### src/rtl/loc_gen_pkg.sv
// Shared defaults for the raster coordinate generator.
// Holds the default coordinate width, the default frame geometry and the
// coordinate type used on the generator's outputs.
package loc_gen_pkg;

    localparam int unsigned DEF_COORD_W    = 32;
    localparam int unsigned DEF_IMG_WIDTH  = 640;
    localparam int unsigned DEF_IMG_HEIGHT = 480;

    typedef logic [DEF_COORD_W-1:0] coord_t;

endpackage

### src/rtl/wrap_counter.sv
// Modulo-N counter with a wrap strobe.
// Ports:
//   clk, reset_n : clock, asynchronous active-low reset
//   inc          : advance by one (wraps N-1 -> 0)
//   clear        : return to 0; takes priority over inc
//   value        : current count, 0..N-1 (registered)
//   wrap_c       : combinational, high when value==N-1 and inc
module wrap_counter #(
    parameter int unsigned N = 2,
    parameter int unsigned W = 32
) (
    input  logic         clk,
    input  logic         reset_n,
    input  logic         inc,
    input  logic         clear,
    output logic [W-1:0] value,
    output logic         wrap_c
);

    localparam logic [W-1:0] LAST = W'(N - 1);

    assign wrap_c = inc && (value == LAST);

    // Count register; clear wins so a re-sync never double-steps.
    always_ff @(posedge clk or negedge reset_n) begin
        if (!reset_n) begin
            value <= '0;
        end else if (clear) begin
            value <= '0;
        end else if (inc) begin
            value <= wrap_c ? '0 : value + W'(1);
        end
    end

endmodule

### src/rtl/pixel_location_gen.sv
// Raster-scan pixel coordinate generator.
// Advances (x, y) left-to-right, top-to-bottom over an IMG_WIDTH x
// IMG_HEIGHT frame on every enabled clock and counts completed frames.
// x/y name the pixel consumed in the current cycle.
// Ports:
//   clk, reset_n     : clock, asynchronous active-low reset
//   en               : advance enable; all state holds when low
//   hsync, vsync     : row/frame re-sync requests (sampled only with en=1)
//   x, y, frame      : registered coordinate and completed-frame count
//   line_start       : x==0 (combinational decode of x/y only)
//   frame_start      : x==0 and y==0
//   last_pixel       : x==IMG_WIDTH-1 and y==IMG_HEIGHT-1
// Build option: define LOC_GEN_SYNC_EN to let hsync/vsync re-align the
// counters; otherwise they are ignored and the counter free-runs.
module pixel_location_gen
    import loc_gen_pkg::*;
#(
    parameter int unsigned IMG_WIDTH  = DEF_IMG_WIDTH,
    parameter int unsigned IMG_HEIGHT = DEF_IMG_HEIGHT,
    parameter int unsigned COORD_W    = DEF_COORD_W
) (
    input  logic               clk,
    input  logic               reset_n,
    input  logic               en,
    input  logic               hsync,
    input  logic               vsync,
    output logic [COORD_W-1:0] x,
    output logic [COORD_W-1:0] y,
    output logic [COORD_W-1:0] frame,
    output logic               line_start,
    output logic               frame_start,
    output logic               last_pixel
);

    localparam logic [COORD_W-1:0] X_LAST = COORD_W'(IMG_WIDTH - 1);
    localparam logic [COORD_W-1:0] Y_LAST = COORD_W'(IMG_HEIGHT - 1);

    logic v_take;
    logic h_take;
    logic x_inc;
    logic x_clr;
    logic y_inc;
    logic y_clr;
    logic x_wrap;
    logic y_wrap;

`ifdef LOC_GEN_SYNC_EN
    // Redundant syncs (already aligned) fall through to a normal advance.
    assign v_take = en && vsync && !((x == '0) && (y == '0));
    assign h_take = en && hsync && !v_take && (x != '0);
`else
    logic unused_sync;
    assign unused_sync = hsync ^ vsync;
    assign v_take      = 1'b0;
    assign h_take      = 1'b0;
`endif

    // A taken sync replaces the normal advance, so inc and clear never overlap.
    assign x_inc = en && !v_take && !h_take;
    assign x_clr = v_take || h_take;
    assign y_inc = x_wrap || h_take;
    assign y_clr = v_take;

    wrap_counter #(.N(IMG_WIDTH), .W(COORD_W)) u_x_cnt (
        .clk     (clk),
        .reset_n (reset_n),
        .inc     (x_inc),
        .clear   (x_clr),
        .value   (x),
        .wrap_c  (x_wrap)
    );

    wrap_counter #(.N(IMG_HEIGHT), .W(COORD_W)) u_y_cnt (
        .clk     (clk),
        .reset_n (reset_n),
        .inc     (y_inc),
        .clear   (y_clr),
        .value   (y),
        .wrap_c  (y_wrap)
    );

    // Completed-frame count; wraps silently at 2^COORD_W.
    always_ff @(posedge clk or negedge reset_n) begin
        if (!reset_n) begin
            frame <= '0;
        end else if (y_wrap || v_take) begin
            frame <= frame + COORD_W'(1);
        end
    end

    assign line_start  = (x == '0);
    assign frame_start = (x == '0) && (y == '0);
    assign last_pixel  = (x == X_LAST) && (y == Y_LAST);

endmodule

### config.mk
export PLATFORM = sky130hd
export DESIGN_NAME = pixel_location_gen
export DESIGN_NICKNAME = d
export VERILOG_FILES = /design/src/rtl/loc_gen_pkg.sv /design/src/rtl/wrap_counter.sv /design/src/rtl/pixel_location_gen.sv
export SDC_FILE = /design/constraint.sdc
export NUM_CORES = 1
export LEC_CHECK = 0
export ABC_CLOCK_PERIOD_IN_PS = 4250
export CAP_MARGIN = 40
export CELL_PAD_IN_SITES_DETAIL_PLACEMENT = 0
export CELL_PAD_IN_SITES_GLOBAL_PLACEMENT = 1
export CORE_ASPECT_RATIO = 0.8
export CORE_MARGIN = 2
export CORE_UTILIZATION = 35
export CTS_CLUSTER_DIAMETER = 50
export DETAILED_ROUTE_END_ITERATION = 10
export PLACE_DENSITY_LB_ADDON = 0.1
export SYNTH_ARGS = -nofsm -noshare
export SYNTH_HDL_FRONTEND = slang
export SYNTH_SLANG_ARGS = --single-unit
### constraint.sdc
create_clock -name clk -period 4.25 [get_ports clk]
set_input_delay 0.85 -clock clk [delete_from_list [all_inputs] [get_ports clk]]
set_output_delay 0.85 -clock clk [all_outputs]
set_load 0.005 [all_outputs]
* After elaboration in Yosys (flattened, before gate mapping)
Cells that the tools add are included.
Storage, ports and cells: flip-flop bits (word level) 96, bits of input ports 5, output and inout bits 99, logic and storage cells 16
Operators by class: add/subtract/negate cells 3, equality and inequality tests 2, muxes and demuxes 2, reductions and logical operators 6
Operators with widths (number):
- 32-bit by 1-bit adder with 32-bit output (second input constant) | 3
- 32-bit logical NOT | 2
- 32-bit two-way mux | 2
- 32-bit by 10-bit == test with 1-bit output (second input constant) | 1
- 32-bit by 9-bit == test with 1-bit output (second input constant) | 1
- 1-bit logical AND | 4

* Depth between registers and ports, before layout
word-level depth 4, mapped depth 8, depth with buffers taken out 6

* Hierarchy
A second synthesis with hierarchy kept.
Unflattened totals: cells, all modules 572, area, all modules 5360.1 sq um
By module, submodules not included:
- wrap_counter at u_x_cnt | instances 1, cells each 209, area each 1898.1 sq um
- wrap_counter at u_y_cnt | instances 1, cells each 199, area each 1809.2 sq um
- pixel_location_gen | instances 1, cells each 164, area each 1652.8 sq um

* Least setup slack after synthesis
Ideal clock, no wire load.
path type register to output, from reg u_y_cnt.value[12], to out last_pixel, arrival 1.808 ns, required time 3.400 ns, path slack 1.592 ns, stages on the path, launching flop included 6, path buffers 1, path through dfrtp_1 > or4_1 > nor4_4 > nand2_1 > clkbuf_1 > nor2_1
Between the ends: longest elaborated chain between the ends 2
Ends and longest elaborated chain:
- start, declared | line wrap_counter.sv:16 | output logic [W-1:0] value,
- start signal, assigned | line wrap_counter.sv:31 | value <= wrap_c ? '0 : value + W'(1);
- 32-bit by 9-bit == test with 1-bit output | line pixel_location_gen.sv:93 | assign last_pixel = (x == X_LAST) && (y == Y_LAST);
- 1-bit logical AND | line pixel_location_gen.sv:93
- end, declared | line pixel_location_gen.sv:32 | output logic last_pixel
No other way between the ends.

* Worst setup path in the final report
from reg u_x_cnt.value[26], to out frame_start
Between the ends: longest elaborated chain between the ends 2
Ends and longest elaborated chain:
- start, declared | line wrap_counter.sv:16
- start signal, assigned | line wrap_counter.sv:31
- 32-bit logical NOT | line pixel_location_gen.sv:92 | assign frame_start = (x == '0) && (y == '0);
- 1-bit logical AND | line pixel_location_gen.sv:92
- end, declared | line pixel_location_gen.sv:31 | output logic frame_start,
No other way between the ends.

==> key figures <==
Timing
  – Fin. Hold Viols: 0
  – Fmax achieved: 0.275 GHz
  – Worst-margin pin slew: 772 ps
  – Max Slew Vio Count: 0
  – Final setup viols: 0
  – Clk_skew: 7.32 ps
  – Hold_ws: 402 ps
  – Final min period: 3630 ps
  – PnR worst setup slack: 618 ps
  – Unrepaired setup endpoints after global routing: false
  – Slew margin rel.: 48.1%
  – Setup_tns: 0 ps
  – Tcrit/Tclk final: 85.5%

Clock network
  – Clk_lat worst skew: 350 ps
  – CTS Buffer Depth: 2
  – Clock transition at path regs: 60 ps
  – Clk sink count: 96
  – CTS Hold Bufs: 0
  – Postcts setup bufs: 0
  – CTS tree: yes
  – H-tree levels: 3
  – TritonCTS buffer count: 9
  – Clk root buf: clkbuf_16
  – Post_cts resized: 0

Final layout
  – Antenna diode count: 0
  – Fillers: 1,352
  – Nets: 611
  – Design area: 0.00648 mm2
  – Share of layout cells above drive strength 1: 6.61%
  – Area growth, synth to finish: 29.8%

Flow run
  – Max Cap Viol: 0

Floorplanning
  – Initial Util: 35.4%
  – Core area: 0.0141 mm2
  – Site row count: 39
  – Chip width: 138 um
  – Die area: 0.0153 mm2
  – Chip height: 111 um
  – I/O pin cnt: 104

Worst setup path
  – CP arrival: 2780 ps
  – Critical Path Sink Type: output pin
  – Crit Path Category: reg -> out
  – CP dominant cell by count: and4_1
  – Crit path max fanout: 8
  – Critical Path RT: 3400 ps
  – Max incr delay on CP: 530 ps
  – Crit-path slowest cell: clkdlybuf4s50_1
  – Critical path launch point type: flip-flop
  – CP Cell Sequence: nor4_1 -> and4_1 -> and2_1 -> and3_1 -> and4_1 -> clkdlybuf4s50_1

Routing
  – Initial DRC count: 234
  – Wire per inst: 16.6 um
  – Remaining DRCs: 0
  – WL final: 13,100 um
  – Vias: 4,102
  – Initial DRT Pass Iterations: 5
  – DR vias/cell: 5.20
  – Post-route ant nets: 0

Synthesis
  – Synth top cells by count: dfrtp_1, xor2_1, nand2_1
  – Synth Register Bits: 96
  – Synthesized net count: 510
  – Post-Synth XOR/XNOR Area: 13.5%
  – Multiplexer share of the synthesized area: 0.826%
  – Post-Syn Instances: 500
  – FFs w/ async S/R, synth: 100%
  – Cell with the most instances after synthesis: dfrtp_1
  – Netlist Area Pre-Place: 0.00500 mm2
  – Synth top area share: 48.1%
  – Synth area leader: dfrtp_1
  – Seq/Total Area, Yosys: 48.1%
  – Synth Flop Type: dfrtp_1
  – Synth Area in Compound Gates: 3.83%
  – Main combinational cell family by area after synthesis: simple AND/OR/NAND/NOR gates
  – Post-Synth Adder-Cell Area: 1.25%
  – Synth unique cells: 41
  – Syn avg cell area: 9.99 um2
  – Simple-Gate Fraction of Synth Area: 29.3%
  – Post-synth EDFFs: 0
  – YS warnings: 0
  – Top cells by area, synth: dfrtp_1, xor2_1, xnor2_1

GRT
  – Pin count of the biggest net entering global routing: 44
  – Initial antenna violation count: 0
  – Grt ovf: 0
  – Global-route usage over all layers: 18.2%
  – Vias in the first global route: 3,990
  – Global-route wire length before repair: 21,800 um

Placement
  – Final GP Congestion: 0.779
  – DP Area: 0.00622 mm2
  – PortBufs: 101
  – Post-place setup slack: 807 ps
  – HPWL after DPL: 9230 um

Status
  – Run status: completed

Pwr
  – Max IR drop VDD: 0.000188 V
  – Power Total: 1890 uW
  – Lkg Pwr: 0.00281 uW
  – Power Density: 291 mW/mm2

Worst hold path
  – Min-Delay Path Class: in -> async
-- layout by cell type (no fill, tap or decap), types with 2 or more instances in the layout --
cell	Yosys	final
inv_1	19	19
nor4b_1	2	2
o21ai_0	10	10
nor3b_1	2	2
nor4_1	32	32
a21o_1	3	3
mux2i_1	3	3
a21oi_1	8	8
nor4_4	2	2
ha_1	5	5
and2_1	3	3
clkbuf_1	11	4
nand4_1	29	29
nand2b_1	3	3
a22o_1	2	2
clkbuf_8	0	2
nor2_1	37	37
clkdlybuf4s50_1	0	100
xnor2_1	29	29
nor3_1	14	14
nand3_2	2	2
nand3_1	36	36
dfrtp_1	96	96
or4_4	3	3
nand2_1	40	40
and3_1	17	17
and4_1	7	7
nor4_2	10	10
or4_1	5	5
or3_1	4	4
xor2_1	48	48
clkbuf_16	0	9
buf_4	0	6
o31ai_1	2	2
-- cell type report --
class	instances	area (um2)	share of cell area [%]
Inverter	19	71.3	1.10
Sequential cell	96	2400	37.1
Tap cell	184	230	3.55
Timing Repair Buffer	108	1080	16.6
Multi-Input combinational cell	367	2430	37.5
Clock buffer	15	268	4.13
-- cells by family (layout without fill, tap and decap cells) --
logic type	count (synthesis)	after routing
simple gates	250	250
fa+ha+maj	5	5
buf+inv	37	142
compound gates	31	31
mux	4	4
flops	96	96
xor+xnor	77	77
-- report_power, final --
part / internal (uW) / total [uW] / switching (uW)
Sequential: 939 / 988 / 49.7
Combinational: 76.2 / 140 / 63.4
Clock: 427 / 761 / 334
Total: 1440 / 1890 / 447
-- worst max-delay path: cells and delay by family (launching register included) --
family / cells / cell delay, ps
simple gates: 5 / 1460
flops: 1 / 440
buf+inv: 1 / 530
-- per-stage QoR --
| stage | instances | utilization, % |
|---|---|---|
| after CTS | 789 | 46.0 |
| after floorplan | 500 | - |
| after global placement | 772 | 43.8 |
| after detailed placement | 774 | 44.1 |
| final | 789 | 46.0 |
| after global routing | 789 | 46.0 |
-- worst paths after layout --
path / cells after the start / slack, ps / start / endpoint
max reg2reg: 5 / 1620 / u_x_cnt.value[26] / u_y_cnt.value[19]
max in group asynchronous: 3 / 2990 / reset_n / u_x_cnt.value[30]
max: 6 / 620 / u_x_cnt.value[26] / frame_start
min reg2reg: 1 / 470 / frame[31] / frame[31]
min in group clk: 1 / 470 / frame[31] / frame[31]
min: 1 / 400 / reset_n / u_y_cnt.value[27]
-- per-layer routing --
| layer | track usage, % | vias to the layer above | wire, um |
|---|---|---|---|
| met3 | 5.12 | 14 | 771 |
| li1 | - | 1998 | - |
| met4 | 5.02 | 0 | 173 |
| met5 | 0 | - | 0 |
| met2 | 25.4 | 92 | 5710 |
| met1 | 27.5 | 1998 | 6450 |
-- flip-flops by register name (all words and copies together) (netlist names) --
register,cells
frame,32
u_x_cnt.value,32
u_y_cnt.value,32
No activity file was read; power rests on OpenSTA's default activity.
